[src/rtl/mw_ppa_pkg.sv]
// Shared types and defaults for the multi-word sequential prefix adder.
package mw_ppa_pkg;

  localparam int WORD_W_DEF = 24;
  localparam int NWORDS_DEF = 4;

  typedef enum logic [1:0] {
    IDLE = 2'd0,
    RUN  = 2'd1,
    DONE = 2'd2
  } state_t;

  function automatic int idx_width(input int nwords);
    return (nwords > 1) ? $clog2(nwords) : 1;
  endfunction

endpackage

[src/rtl/mw_ppa_seq_adder_bk.sv]
// Brent-Kung parallel-prefix adder slice: sum/cout of a + b + cin over WIDTH bits (WIDTH >= 2).
module PPA_Brent_Kung_24bit #(
  parameter int WIDTH = 24
) (
  input  logic [WIDTH-1:0] a,
  input  logic [WIDTH-1:0] b,
  input  logic             cin,
  output logic [WIDTH-1:0] sum,
  output logic             cout
);

  localparam int LEVELS = $clog2(WIDTH);

  logic [WIDTH-1:0] p0;
  logic [WIDTH-1:0] g0;
  logic [WIDTH-1:0] gfin;

  // Folding cin into bit 0's generate lets every group carry include it.
  always_comb begin
    p0    = a ^ b;
    g0    = a & b;
    g0[0] = g0[0] | (p0[0] & cin);
  end

  for (genvar l = 0; l < LEVELS; l++) begin : up
    logic [WIDTH-1:0] gi, pi, g, p;
    if (l == 0) begin : src0
      assign gi = g0;
      assign pi = p0;
    end else begin : srcn
      assign gi = up[l-1].g;
      assign pi = up[l-1].p;
    end
    for (genvar i = 0; i < WIDTH; i++) begin : bitl
      if (((i + 1) % (2 << l)) == 0) begin : node
        assign g[i] = gi[i] | (pi[i] & gi[i - (1 << l)]);
        assign p[i] = pi[i] & pi[i - (1 << l)];
      end else begin : pass
        assign g[i] = gi[i];
        assign p[i] = pi[i];
      end
    end
  end

  // Down-sweep fills the prefixes the up-sweep tree left partial.
  for (genvar d = 0; d < LEVELS; d++) begin : down
    localparam int L = LEVELS - 1 - d;
    logic [WIDTH-1:0] gi, g;
    if (d == 0) begin : src0
      assign gi = up[LEVELS-1].g;
    end else begin : srcn
      assign gi = down[d-1].g;
    end
    for (genvar i = 0; i < WIDTH; i++) begin : bitd
      if ((((i + 1) % (2 << L)) == (1 << L)) && ((i + 1) >= 3 * (1 << L))) begin : node
        assign g[i] = gi[i] | (up[LEVELS-1].p[i] & gi[i - (1 << L)]);
      end else begin : pass
        assign g[i] = gi[i];
      end
    end
  end

  assign gfin = down[LEVELS-1].g;
  assign sum  = p0 ^ {gfin[WIDTH-2:0], cin};
  assign cout = gfin[WIDTH-1];

endmodule

[src/rtl/mw_ppa_seq_adder.sv]
// Word-serial multi-word adder chaining carry through one prefix-adder slice.
// Optional subtract mode enabled by defining MWADD_SUB_EN.
module mw_ppa_seq_adder
  import mw_ppa_pkg::*;
#(
  parameter int WORD_W = WORD_W_DEF,
  parameter int NWORDS = NWORDS_DEF
) (
  input  logic                     clk,
  input  logic                     rst,
  input  logic                     in_valid,
  output logic                     in_ready,
  input  logic [WORD_W*NWORDS-1:0] in_a,
  input  logic [WORD_W*NWORDS-1:0] in_b,
  input  logic                     in_cin,
`ifdef MWADD_SUB_EN
  input  logic                     in_sub,
`endif
  output logic                     out_valid,
  input  logic                     out_ready,
  output logic [WORD_W*NWORDS-1:0] out_sum,
  output logic                     out_cout
);

  localparam int TOT_W = WORD_W * NWORDS;
  localparam int IDX_W = idx_width(NWORDS);
  localparam logic [IDX_W-1:0] LAST_IDX = IDX_W'(NWORDS - 1);

  state_t            state, state_nx;
  logic [IDX_W-1:0]  idx;
  logic              carry_q;
  logic [TOT_W-1:0]  a_q, b_q;
  logic [WORD_W-1:0] a_words   [NWORDS];
  logic [WORD_W-1:0] b_words   [NWORDS];
  logic [WORD_W-1:0] sum_words [NWORDS];
  logic [WORD_W-1:0] a_word, b_word, slice_sum;
  logic              slice_cout;
  logic              accept, last;

  for (genvar k = 0; k < NWORDS; k++) begin : words
    assign a_words[k]                   = a_q[k*WORD_W +: WORD_W];
    assign b_words[k]                   = b_q[k*WORD_W +: WORD_W];
    assign out_sum[k*WORD_W +: WORD_W]  = sum_words[k];
  end

`ifdef MWADD_SUB_EN
  logic sub_q;
  assign b_word = sub_q ? ~b_words[idx] : b_words[idx];
`else
  assign b_word = b_words[idx];
`endif
  assign a_word = a_words[idx];

  PPA_Brent_Kung_24bit #(.WIDTH(WORD_W)) u_slice (
    .a    (a_word),
    .b    (b_word),
    .cin  (carry_q),
    .sum  (slice_sum),
    .cout (slice_cout)
  );

  assign in_ready  = !rst && ((state == IDLE) || ((state == DONE) && out_ready));
  assign out_valid = (state == DONE);
  assign accept    = in_valid && in_ready;
  assign last      = (idx == LAST_IDX);

  always_comb begin
    state_nx = state;
    case (state)
      IDLE:    if (in_valid) state_nx = RUN;
      RUN:     if (last) state_nx = DONE;
      DONE:    if (out_ready) state_nx = in_valid ? RUN : IDLE;
      default: state_nx = IDLE;
    endcase
  end

  // A new accept always wins over word processing; the two never overlap.
  always_ff @(posedge clk) begin
    if (rst) begin
      state    <= IDLE;
      idx      <= '0;
      carry_q  <= 1'b0;
      out_cout <= 1'b0;
      a_q      <= '0;
      b_q      <= '0;
      for (int k = 0; k < NWORDS; k++) sum_words[k] <= '0;
`ifdef MWADD_SUB_EN
      sub_q    <= 1'b0;
`endif
    end else begin
      state <= state_nx;
      if (accept) begin
        a_q <= in_a;
        b_q <= in_b;
        idx <= '0;
`ifdef MWADD_SUB_EN
        sub_q   <= in_sub;
        carry_q <= in_sub ? 1'b1 : in_cin;
`else
        carry_q <= in_cin;
`endif
      end else if (state == RUN) begin
        sum_words[idx] <= slice_sum;
        carry_q        <= slice_cout;
        if (last) begin
          idx      <= '0;
          out_cout <= slice_cout;
        end else begin
          idx <= idx + IDX_W'(1);
        end
      end
    end
  end

endmodule
[config.mk]
export PLATFORM = sky130hd
export DESIGN_NAME = mw_ppa_seq_adder
export DESIGN_NICKNAME = d
export VERILOG_FILES = /design/src/rtl/mw_ppa_pkg.sv /design/src/rtl/mw_ppa_seq_adder_bk.sv /design/src/rtl/mw_ppa_seq_adder.sv
export SDC_FILE = /design/constraint.sdc
export NUM_CORES = 1
export LEC_CHECK = 0
export CAP_MARGIN = 0
export CORE_MARGIN = 3
export CORE_UTILIZATION = 51
export DETAILED_ROUTE_END_ITERATION = 7
export PLACE_DENSITY = 0.85
export SYNTH_ARGS = -nofsm -noshare
export SYNTH_HDL_FRONTEND = slang
export SYNTH_HIERARCHICAL = 1
export SYNTH_SLANG_ARGS = --single-unit
[constraint.sdc]
create_clock -name clk -period 5.45 [get_ports clk]
set_input_delay 1.635 -clock clk [delete_from_list [all_inputs] [get_ports clk]]
set_output_delay 1.635 -clock clk [all_outputs]
set_load 0.02 [all_outputs]
# After elaboration in Yosys (flattened, before gate mapping)
# Memories as Yosys holds them, arrays and structs flattened.
# Cells that the tools add are included.
# word_totals
register_bits,198
latchBits,0
mem_bits_rw,96
mem_bits_ro,0
out_inout_bits,99
word_cells,156
memories,1
# mem_list
memory,words,word_bits,rd,rd_clocked_by_memory_dff,write_ports,line,source
sum_words,4,24,4,0,4,mw_ppa_seq_adder.sv:35,logic [WORD_W-1:0] sum_words [NWORDS];
# op_classes
addsub,1
multipliers,0
n_div,0
order_cmp,1
n_eq_ne,6
shifts,0
n_mux,23
bitwise,107
reduce_logical,11
# ops
cell,n
24-bit two-way mux,5
24-bit binary-select mux with 2-bit select,2
1-bit AND,60
24-bit bitwise XOR,2
1-bit bitwise OR,42
24-bit AND,1
24-bit OR reduction,1
1-bit two-way mux,10
2-bit two-way mux,5
2-bit one-hot mux with 3 select lines,1
3-bit AND reduction,2
2-bit == test (second input constant),2
2-bit != test (second input constant),2
3-bit >= comparator (second input constant),1
1-bit logical AND,3
2-bit inverter with 3-bit output,1
2-bit by 1-bit adder with 2-bit output (second input constant),1
2-bit by 1-bit == test with 1-bit output (second input constant),1
2-bit logical NOT,1
2-bit by 1-bit != test with 1-bit output (second input constant),1
2-bit nonzero test,1
2-bit OR reduction,1
1-bit logical NOT,1
1-bit logical OR,1
1-bit inverter,1

# Longest topological paths before layout
# Gate-level depths: netlist of the first run.
# depth
word_depth,23
ltp_mapped,15
ltp_nobuf,13

# Cells and area by module
# The synthesis of the first run kept the hierarchy.
# modules_own_cells
mod,instances,cells_each,area_each_um2,seq_area_each_um2
mw_ppa_seq_adder,1,1161,12439.4,6846.6
PPA_Brent_Kung_24bit,1,116,1019.7,0.0

# Least setup slack after synthesis of the first run
# Ideal clock, no wire load.
# synth_path
kind,input -> output
start,input port out_ready
end,output port in_ready
t_arrival_ns,2.621
path_slack_ns,1.194
path_stages,5
n_path_buf,3
cell_sequence,nor2b_1 > buf_2 > buf_2 > buf_1 > nor3_1
# synth_via
elab_chain_len,3
# synth_lines
element,line,source
"start, declared",mw_ppa_seq_adder.sv:20,"input logic out_ready,"
1-bit logical AND,mw_ppa_seq_adder.sv:62,assign in_ready = !rst && ((state == IDLE) || ((state == DONE) && out_ready));
1-bit logical OR,mw_ppa_seq_adder.sv:62,
1-bit logical AND,mw_ppa_seq_adder.sv:62,
"end, declared",mw_ppa_seq_adder.sv:12,"output logic in_ready,"
# No other way between the ends.

# Worst setup path after layout of the first run
# Ends and elaborated chain as after synthesis.

==> results.md, run 1 <==
* Post-Syn Instances at approximately 1300
* Sequential fraction of the synthesis area at 0.509
* Clock share of power at 0.375
* Slew Viols, Final at 0
* Internal Pwr Total at a little under 4000 uW
* Critical path buffers and inverters at 2
* Leading area contributor after synthesis: dfxtp_1
* Postcts setup bufs at 0
* Seq pwr share at 0.470
* CP startpoint kind: input port
* Post-synth top cells: inv_1, dfxtp_1, o211ai_1, o21ai_1, edfxtp_1
* First-pass GRT wire length at slightly below 60 mm
* NetSw at approximately 1300 uW
* Hpwl dp at roughly 26 mm
* Clk root buf: clkbuf_16
* Setup repair after global routing missed its margin: no
* Cell Pwr Density at slightly above 300 mW/mm2
* Tcrit/Tclk final at 0.865
* I/O pin cnt at 296
* Hold_buf cts at 0
* #FFs+latches synth at between 200 and 300
* CP Class: in -> out
* Fin Hold WS at ~0.48 ns
* Drt wl/cell at 20.1 um
* DP Worst Slack at just over 0.7 ns
* Count leader, synth: inv_1
* Ys async rst share at 0
* Ys flop type: dfxtp_1
* Max Freq at 212 MHz
* Cell Area, Placed at ~0.017 mm2
* Cts repair resizes at 0
* Lkg Pwr at 0.00705 uW
* Chip width at 168 um
* Synth cell types at 45
* H-tree depth at 1
* Syn Area/Cell at approximately 11 um2
* Max IR drop VDD at 0.248 mV
* Max Root-Sink Buffers at 3
* Yosys warning count at 6
* Port Buffers at 295
* Initial antenna violation count at 0
* Combinational group share of total power at 0.155
* Clock buffer count from CTS at 28
* Final hold vios at 0
* Core box area at 0.0255 mm2
* Top post-synthesis cells by area: dfxtp_1, edfxtp_1, o211ai_1
* Routed vias at 10600
* Worst Hold Class: reg -> reg
* Total wire length at between 30 and 40 mm
* Total gr overflow at 0
* Starting DRT DRC Count at about 1000
* CTS tree: yes
* Initial Utilization at 0.527
* Clock slew at reported path FFs at approximately 0.060 ns
* Fin area at approximately 0.017 mm2
* Share of layout cells above drive strength 1 at 0.0898
* Nets@finish at 1737
* Area share of the largest cell type after synthesis at 0.295
* Total of max-cap violations at 0
* Hold path depth at 2
* Setup WS post-layout at 0.735 ns
* DRT Pass-1 Iters at 7
* Delay of the slowest critical-path stage at 0.65 ns
* Fin crit period at 4.71 ns
* Vias in the first global route at ~11000
* Syn Nets at approximately 1500
* CTS Sinks at roughly 290
* CP Capture Type: output pin
* Post-Route Utilization at 0.684
* Crit path max-delay family: buffers and inverters
* EDFF count, synth at 96
* Critical Path Fanout Max at 3
* Clock latency on the worst-skew pair at roughly 0.54 ns
* Synth Cell Area at roughly 0.013 mm2
* Total global-route track usage at 0.254
* Reg2reg path depth at 12
* RePlAce Congestion at about 0.85
* Worst-margin pin slew at ~1.2 ns
* CP Cell Sequence: clkdlybuf4s50_1 -> nor2b_4 -> nor3_1 -> clkdlybuf4s50_1
* Path length in cells of the critical path at 4
* Area delta synth->final at 29.8%
* # setup viols final at 0
* Clock Skew at 0.0138 ns
* Critical Path RT at ~3.8 ns
* Largest net degree at the start of global routing at about 200
* Site Rows at 58
* Most used cell, CP: clkdlybuf4s50_1
* Antenna viol nets, final at 0
* Switching share of power at 0.253
* Status: completed
* Via-per-instance ratio at around 5.7
* Relative slew slack at 0.205
* Die Height at 168 um
* Drc violations at 0
* Setup TNS at 0 ns
* Critical path's slowest cell: clkdlybuf4s50_1
* Die area at approximately 0.028 mm2
* Critical path arrival at ~3.1 ns
[worst reg2reg max path, delay by kind of cell, from the launching register on]
family	cells	cell delay, ns
compound gates	5	1.14
mux	1	0.63
buf+inv	2	0.15
simple gates	1	0.23
flops	1	0.80
fa+ha+maj	3	1.18
[metrics by stage]
| step | std cells | total power, uW |
|---|---|---|
| 2_1_floorplan | 1277 | 2960 |
| 3_3_place_gp | 1804 | 3330 |
| 3_5_place_dp | 1804 | 3360 |
| 4_1_cts | 1856 | 5320 |
| 5_1_grt | 1856 | 5490 |
| 6_report | 1857 | 5310 |
[final timing paths]
kind,slack [ns],end,from
max,0.74,in_ready,out_ready
min,0.48,out_cout,out_cout
max reg2reg,1.06,sum_words[3][16],idx[1]
min reg2reg,0.48,out_cout,out_cout
[per-layer routing]
metal / vias to the layer above / wire, um / part of all wire / global-route usage
li1: 4975 / - / - / -
met1: 5094 / 15800 / 0.42 / 0.354
met2: 473 / 18000 / 0.48 / 0.422
met3: 65 / 2550 / 0.068 / 0.0357
met4: 0 / 955 / 0.026 / 0.0690
met5: - / 0 / 0 / 0
[sequential cells by signal, indices dropped and copies added (netlist names)]
name,flops
idx,2
state,2
b_q,96
sum_words,96
out_cout,1
a_q,96
carry_q,1
[cell families (layout without fill, tap and decap cells)]
logic type	Yosys count	count (layout)	share of synthesized area
other	0	1	0
adder cells (fa/ha/maj)	36	36	0.0407
flip-flops	294	294	0.509
buffers and inverters	326	575	0.0944
AO/OA/AOI/OAI	420	420	0.202
multiplexers	51	51	0.0826
AND/OR/NAND/NOR	139	139	0.0643
XOR/XNOR	11	11	0.00716
[layout make-up]
type | count | area, um2
Sequential cell | 294 | 6850
Tap cell | 330 | 413
Fill cell | 1820 | 8070
Timing Repair Buffer | 308 | 3090
Clock buffer | 36 | 763
Antenna cell | 1 | 2.50
Inverter | 215 | 812
Clock inverter | 16 | 175
Multi-Input combinational cell | 657 | 5360
[cells in the final DEF (no fill, tap or decap), types with 5 or more instances in the layout]
cell,instances
ha_1,23
clkbuf_1,5
clkdlybuf4s50_1,295
a21oi_1,14
dfxtp_1,196
xnor2_1,5
mux4_2,48
and2_1,72
buf_4,10
fa_1,13
o21ai_0,24
xor2_1,6
inv_1,214
clkinv_1,7
edfxtp_1,96
clkbuf_16,29
and3_1,25
o21ai_1,151
o21ai_2,20
o211ai_1,194
nand2_1,9
[power groups by stage]
stage               registers [uW]  clock network (uW)  logic, uW
floorplan                     2550                   0        402
global placement              2530                   0        798
detailed placement            2540                   0        817
CTS                           2490                2010        822
global route                  2510                2100        885
finish                        2490                1990        822
Power figures use the tool's default switching activity.
==> inputs of run 2 (changes only) <==
CORE_UTILIZATION = 35   (was 51)
PLACE_DENSITY = 0.64   (was 0.85)
==> results.md, run 2 (synthesis gave the netlist of run 1 again) <==
* Reg2reg path depth at 13
* Max Root-Sink Buffers at 3
* Largest net degree at the start of global routing at roughly 220
* Site Rows at 71
* H-tree depth at 2
* Switching share of power at 0.251
* Slew Viols, Final at 0
* Max IR drop VDD at 0.163 mV
* RePlAce Congestion at 0.780
* Hpwl dp at ~28 mm
* Clock slew at reported path FFs at 0.06 ns
* Critical path arrival at 3.01 ns
* # setup viols final at 0
* Combinational group share of total power at 0.148
* Vias in the first global route at between 10000 and 15000
* I/O pin cnt at a little under 300
* CP startpoint kind: input port
* Status: completed
* Hold path depth at 2
* Clock buffer count from CTS at 34
* Port Buffers at between 200 and 300
* Initial Utilization at 0.356
* Initial antenna violation count at 4
* Antenna viol nets, final at 0
* Commonest non-fill, non-tap cells in the layout: clkdlybuf4s50_1, inv_1, dfxtp_1
* Clk root buf: clkbuf_16
* Max Freq at ~220 MHz
* Via-per-instance ratio at between 5 and 6
* Worst Hold Class: reg -> reg
* Worst-margin pin slew at approximately 1.2 ns
* Chip width at roughly 200 um
* Total wire length at between 30 and 40 mm
* Total of max-cap violations at 0
* Seq pwr share at 0.439
* Commonest non-fill, non-tap cell in the layout: clkdlybuf4s50_1
* Starting DRT DRC Count at around 700
* Routed vias at roughly 10000
* CP Capture Type: output pin
* Hold_buf cts at 0
* Total global-route track usage at 0.189
* Critical Path Fanout Max at 3
* Tcrit/Tclk final at 0.852
* Setup TNS at 0 ns
* Drt wl/cell at 19.3 um
* Clock share of power at 0.413
* Nets@finish at roughly 1700
* Share of layout cells above drive strength 1 at 0.0956
* Internal Pwr Total at 4250 uW
* Cell Pwr Density at 315 mW/mm2
* Final hold vios at 0
* Die Height at 202 um
* Fill count at around 3500
* Fin Hold WS at around 0.48 ns
* Die area at between 0.04 and 0.05 mm2
* CTS Sinks at around 290
* CTS tree: yes
* NetSw at roughly 1400 uW
* Critical Path RT at approximately 3.8 ns
* Multi-input logic area at roughly 0.0054 mm2
* Total gr overflow at 0
* Lkg Pwr at 0.00718 uW
* Drc violations at 0
* DRT Pass-1 Iters at 5
* Postcts setup bufs at 0
* Largest regs: a_q: 96 flops, b_q: 96 flops, sum_words: 96 flops
* Setup repair after global routing missed its margin: no
* Clock latency on the worst-skew pair at roughly 0.5 ns
* Core box area at 0.0378 mm2
* Clock Skew at 0.0157 ns
* FF+latch area at approximately 0.007 mm2
* Area delta synth->final at 33.6%
* Fin crit period at 4.64 ns
* Relative slew slack at 0.202
* First-pass GRT wire length at between 60 and 70 mm
* Cts repair resizes at 0
* CP Class: in -> out
[run 2: per-layer routing]
metal,wire length [um],track usage
met5,27,0
met4,898,0.0520
met3,2550,0.0332
met2,18800,0.311
met1,17200,0.260
[run 2: final timing paths]
check / startpoint / to / slack, ns
worst max register to register: idx[0] / sum_words[3][17] / 0.95
worst min register to register: out_cout / out_cout / 0.48
worst min-delay path: out_cout / out_cout / 0.48
worst max-delay path: out_ready / in_ready / 0.81
[run 2: power by group through the flow]
| stage | registers (uW) | logic, uW | clock network, uW |
|---|---|---|---|
| 5_1_grt | 2510 | 908 | 2490 |
| 3_3_place_gp | 2530 | 832 | 0 |
| 6_report | 2490 | 836 | 2340 |
| 3_5_place_dp | 2540 | 844 | 0 |
| 4_1_cts | 2490 | 846 | 2390 |
| 2_1_floorplan | 2550 | 402 | 0 |
[run 2: final cells by class]
type	instances	share of cell area
Antenna cell	2	0.000278
Clock buffer	52	0.0575
Clock inverter	9	0.00696
Inverter	215	0.0451
Multi-Input combinational cell	657	0.300
Sequential cell	294	0.381
Tap cell	511	0.0355
Timing Repair Buffer	310	0.174
[run 2: critical path, stage by stage]
cell and delay (ns):
clkdlybuf4s50_1 0.55, nor2b_4 0.06, nor3_1 0.14, clkdlybuf4s50_1 0.63
[run 2: stage by stage]
step | cells | cell area [um2] | setup slack [ns] | util | power [uW]
final | 2050 | 18000 | 0.807 | 0.476 | 5670
after CTS | 2048 | 18000 | 0.792 | 0.476 | 5730
after global placement | 1987 | 16800 | 0.794 | 0.446 | 3360
after detailed placement | 1987 | 16800 | 0.796 | 0.446 | 3380
after floorplan | 1277 | 13500 | 1.19 | - | 2960
after global routing | 2050 | 18000 | 0.712 | 0.476 | 5900
==> inputs of run 3 (changes only) <==
HOLD_SLACK_MARGIN = 0.06   (was default)
SYNTH_HIERARCHICAL = default   (was 1)
==> results.md, run 3 <==
* Status: completed
* Tcrit/Tclk final at 0.862
* Cell Pwr Density at around 330 mW/mm2
* Compound-cell area share of the yosys netlist at 0.0919
* Inst Count DP at around 1900
* FF-to-FF Start: idx[1]
* Post-Route Utilization at 0.482
* Largest regs: a_q: 96 flops, b_q: 96 flops, sum_words: 96 flops
* Fin area at 0.0173 mm2
* Synth Cell Area at between 0.01 and 0.015 mm2
* Commonest non-fill, non-tap cells in the layout: clkdlybuf4s50_1, nand2_1, nand2b_1
* Setup WS post-layout at ~0.75 ns
* Flop2flop setup slack at between 1 and 1.5 ns
* Max IR drop VDD at around 0.17 mV
* Hold_buf cts at 0
* Clock Skew at between 0.008 and 0.009 ns
* Critical path arrival at 3.06 ns
* Count leader, synth: nand2_1
* Syn Nets at around 1500
* Critical Path Fanout Max at 2
* Chip width at between 150 and 200 um
* Largest net degree at the start of global routing at between 100 and 150
* Yosys warning count at 0
* Routed vias at a little under 10000
* Cts repair resizes at 0
* Postcts setup bufs at 0
* EDFF count, synth at 96
* Final hold vios at 0
* Worst-margin pin slew at about 0.86 ns
* Die Height at just under 200 um
* Fin crit period at between 4 and 5 ns
* Adder-Cell Fraction of Synth Area at 0.0423
* CP Cell Sequence: clkdlybuf4s50_1 -> inv_1 -> a211oi_2 -> clkdlybuf4s50_1
* # setup viols final at 0
* #FFs+latches synth at slightly below 300
* Post-Syn Instances at about 1300
* Lkg Pwr at just over 0.006 uW
* Clk root buf: clkbuf_16
* Clock slew at reported path FFs at 0.05 ns
* Drc violations at 0
* Total global-route track usage at 0.185
* Starting DRT DRC Count at 656
* Most used cell, CP: clkdlybuf4s50_1
* Antenna viol nets, final at 0
* Top post-synthesis cells by area: dfxtp_1, edfxtp_1, nand2b_1
* Initial antenna violation count at 6
* Via-per-instance ratio at ~4.8
* Setup TNS at 0 ns
* Core box area at between 0.03 and 0.04 mm2
* Ys async rst share at 0
* Total wire length at roughly 37 mm
* Sequential fraction of the synthesis area at 0.529
* Critical hold path startpoint: a_q[69]
* FF+latch area at 0.00685 mm2
* Max Freq at 213 MHz
* I/O pin cnt at 296
* Total gr overflow at 0
* Final cell count without fillers at between 2000 and 2500
* Syn Area/Cell at 10.3 um2
* Vias in the first global route at approximately 9600
* Drt wl/cell at around 19 um
* CP startpoint kind: input port
* Slew Viols, Final at 0
* Leading area contributor after synthesis: dfxtp_1
* Worst Hold Class: reg -> reg
* Post-synth top cells: nand2_1, dfxtp_1, nand2b_1, o21ai_0, edfxtp_1
* Critical Path RT at 3.82 ns
* Clock latency on the worst-skew pair at 0.51 ns
* First-pass GRT wire length at 55.4 mm
* Hpwl dp at around 27 mm
* Site Rows at 69
* H-tree depth at 2
* DRT Pass-1 Iters at 5
* DP Worst Slack at 0.741 ns
* Area share of the largest cell type after synthesis at 0.306
* CTS tree: yes
* Synth cell types at 39
* Critical path's slowest cell: clkdlybuf4s50_1
* CP Launch Point: out_ready
* Clock buffer count from CTS at 34
* Initial Utilization at 0.360
* Delay of the slowest critical-path stage at roughly 0.64 ns
* Total of max-cap violations at 0
* Mux cell area share after synthesis at 0.0843
* Area delta synth->final at 34.0%
* CP Class: in -> out
* Commonest non-fill, non-tap cell in the layout: clkdlybuf4s50_1
* XOR/XNOR Fraction of Synth Area at 0.00744
* Largest family of logic cells by synthesized area: simple AND/OR/NAND/NOR gates
* Ys flop type: dfxtp_1
* Nets@finish at approximately 1800
* CTS Sinks at 294
* Max Root-Sink Buffers at 3
* RePlAce Congestion at roughly 0.79
* Multi-input logic area at between 0.005 and 0.006 mm2
* Port Buffers at 295
* Die area at 0.0393 mm2
* Post-Synth Simple-Gate Area at 0.197
* Relative slew slack at 0.426
* Setup repair after global routing missed its margin: no
* Share of layout cells above drive strength 1 at 0.0964
* Cell Area, Placed at 0.0161 mm2
* CP Capture Type: output pin
* Fill count at approximately 3300
run 3: layout make-up:
cell class	count	share of cell area
Sequential cell	294	0.395
Multi-Input combinational cell	849	0.316
Timing Repair Buffer	315	0.180
Clock buffer	46	0.0576
Tap cell	461	0.0333
Clock inverter	14	0.0113
Inverter	28	0.00606
Antenna cell	3	0.000433
run 3: critical path, delay by kind of cell:
kind	cells	cell delay (ns)
AO/OA/AOI/OAI	1	0.24
buffers and inverters	3	1.19
run 3: per-layer routing:
layer,global-route usage,up-vias,share of wire
met5,0,-,0.0014
met4,0.0435,8,0.018
met3,0.0398,47,0.070
met2,0.312,327,0.48
met1,0.244,4467,0.43
li1,-,4764,-
run 3: where the power goes:
part           internal (uW)  switching (uW)
combinational            379             404
sequential              2410            80.7
clock                   1520             886
run 3: final timing paths:
path              cells past startpoint          endpoint
hold / removal                        2           a_q[69]
hold reg to reg                       2           a_q[69]
setup reg to reg                     13  sum_words[0][19]
setup / recovery                      4          in_ready
run 3: per-stage QoR:
step           hold slack [ns]  power (uW)
3_3_place_gp             0.452        3310
5_1_grt                  0.484        5920
2_1_floorplan            0.439        2940
4_1_cts                  0.466        5750
6_report                 0.464        5680
3_5_place_dp             0.456        3330
run 3: kinds of logic after synthesis:
logic type	Yosys count
buffers and inverters	116
flip-flops	294
adder cells (fa/ha/maj)	36
multiplexers	49
AND/OR/NAND/NOR	524
XOR/XNOR	11
AO/OA/AOI/OAI	229
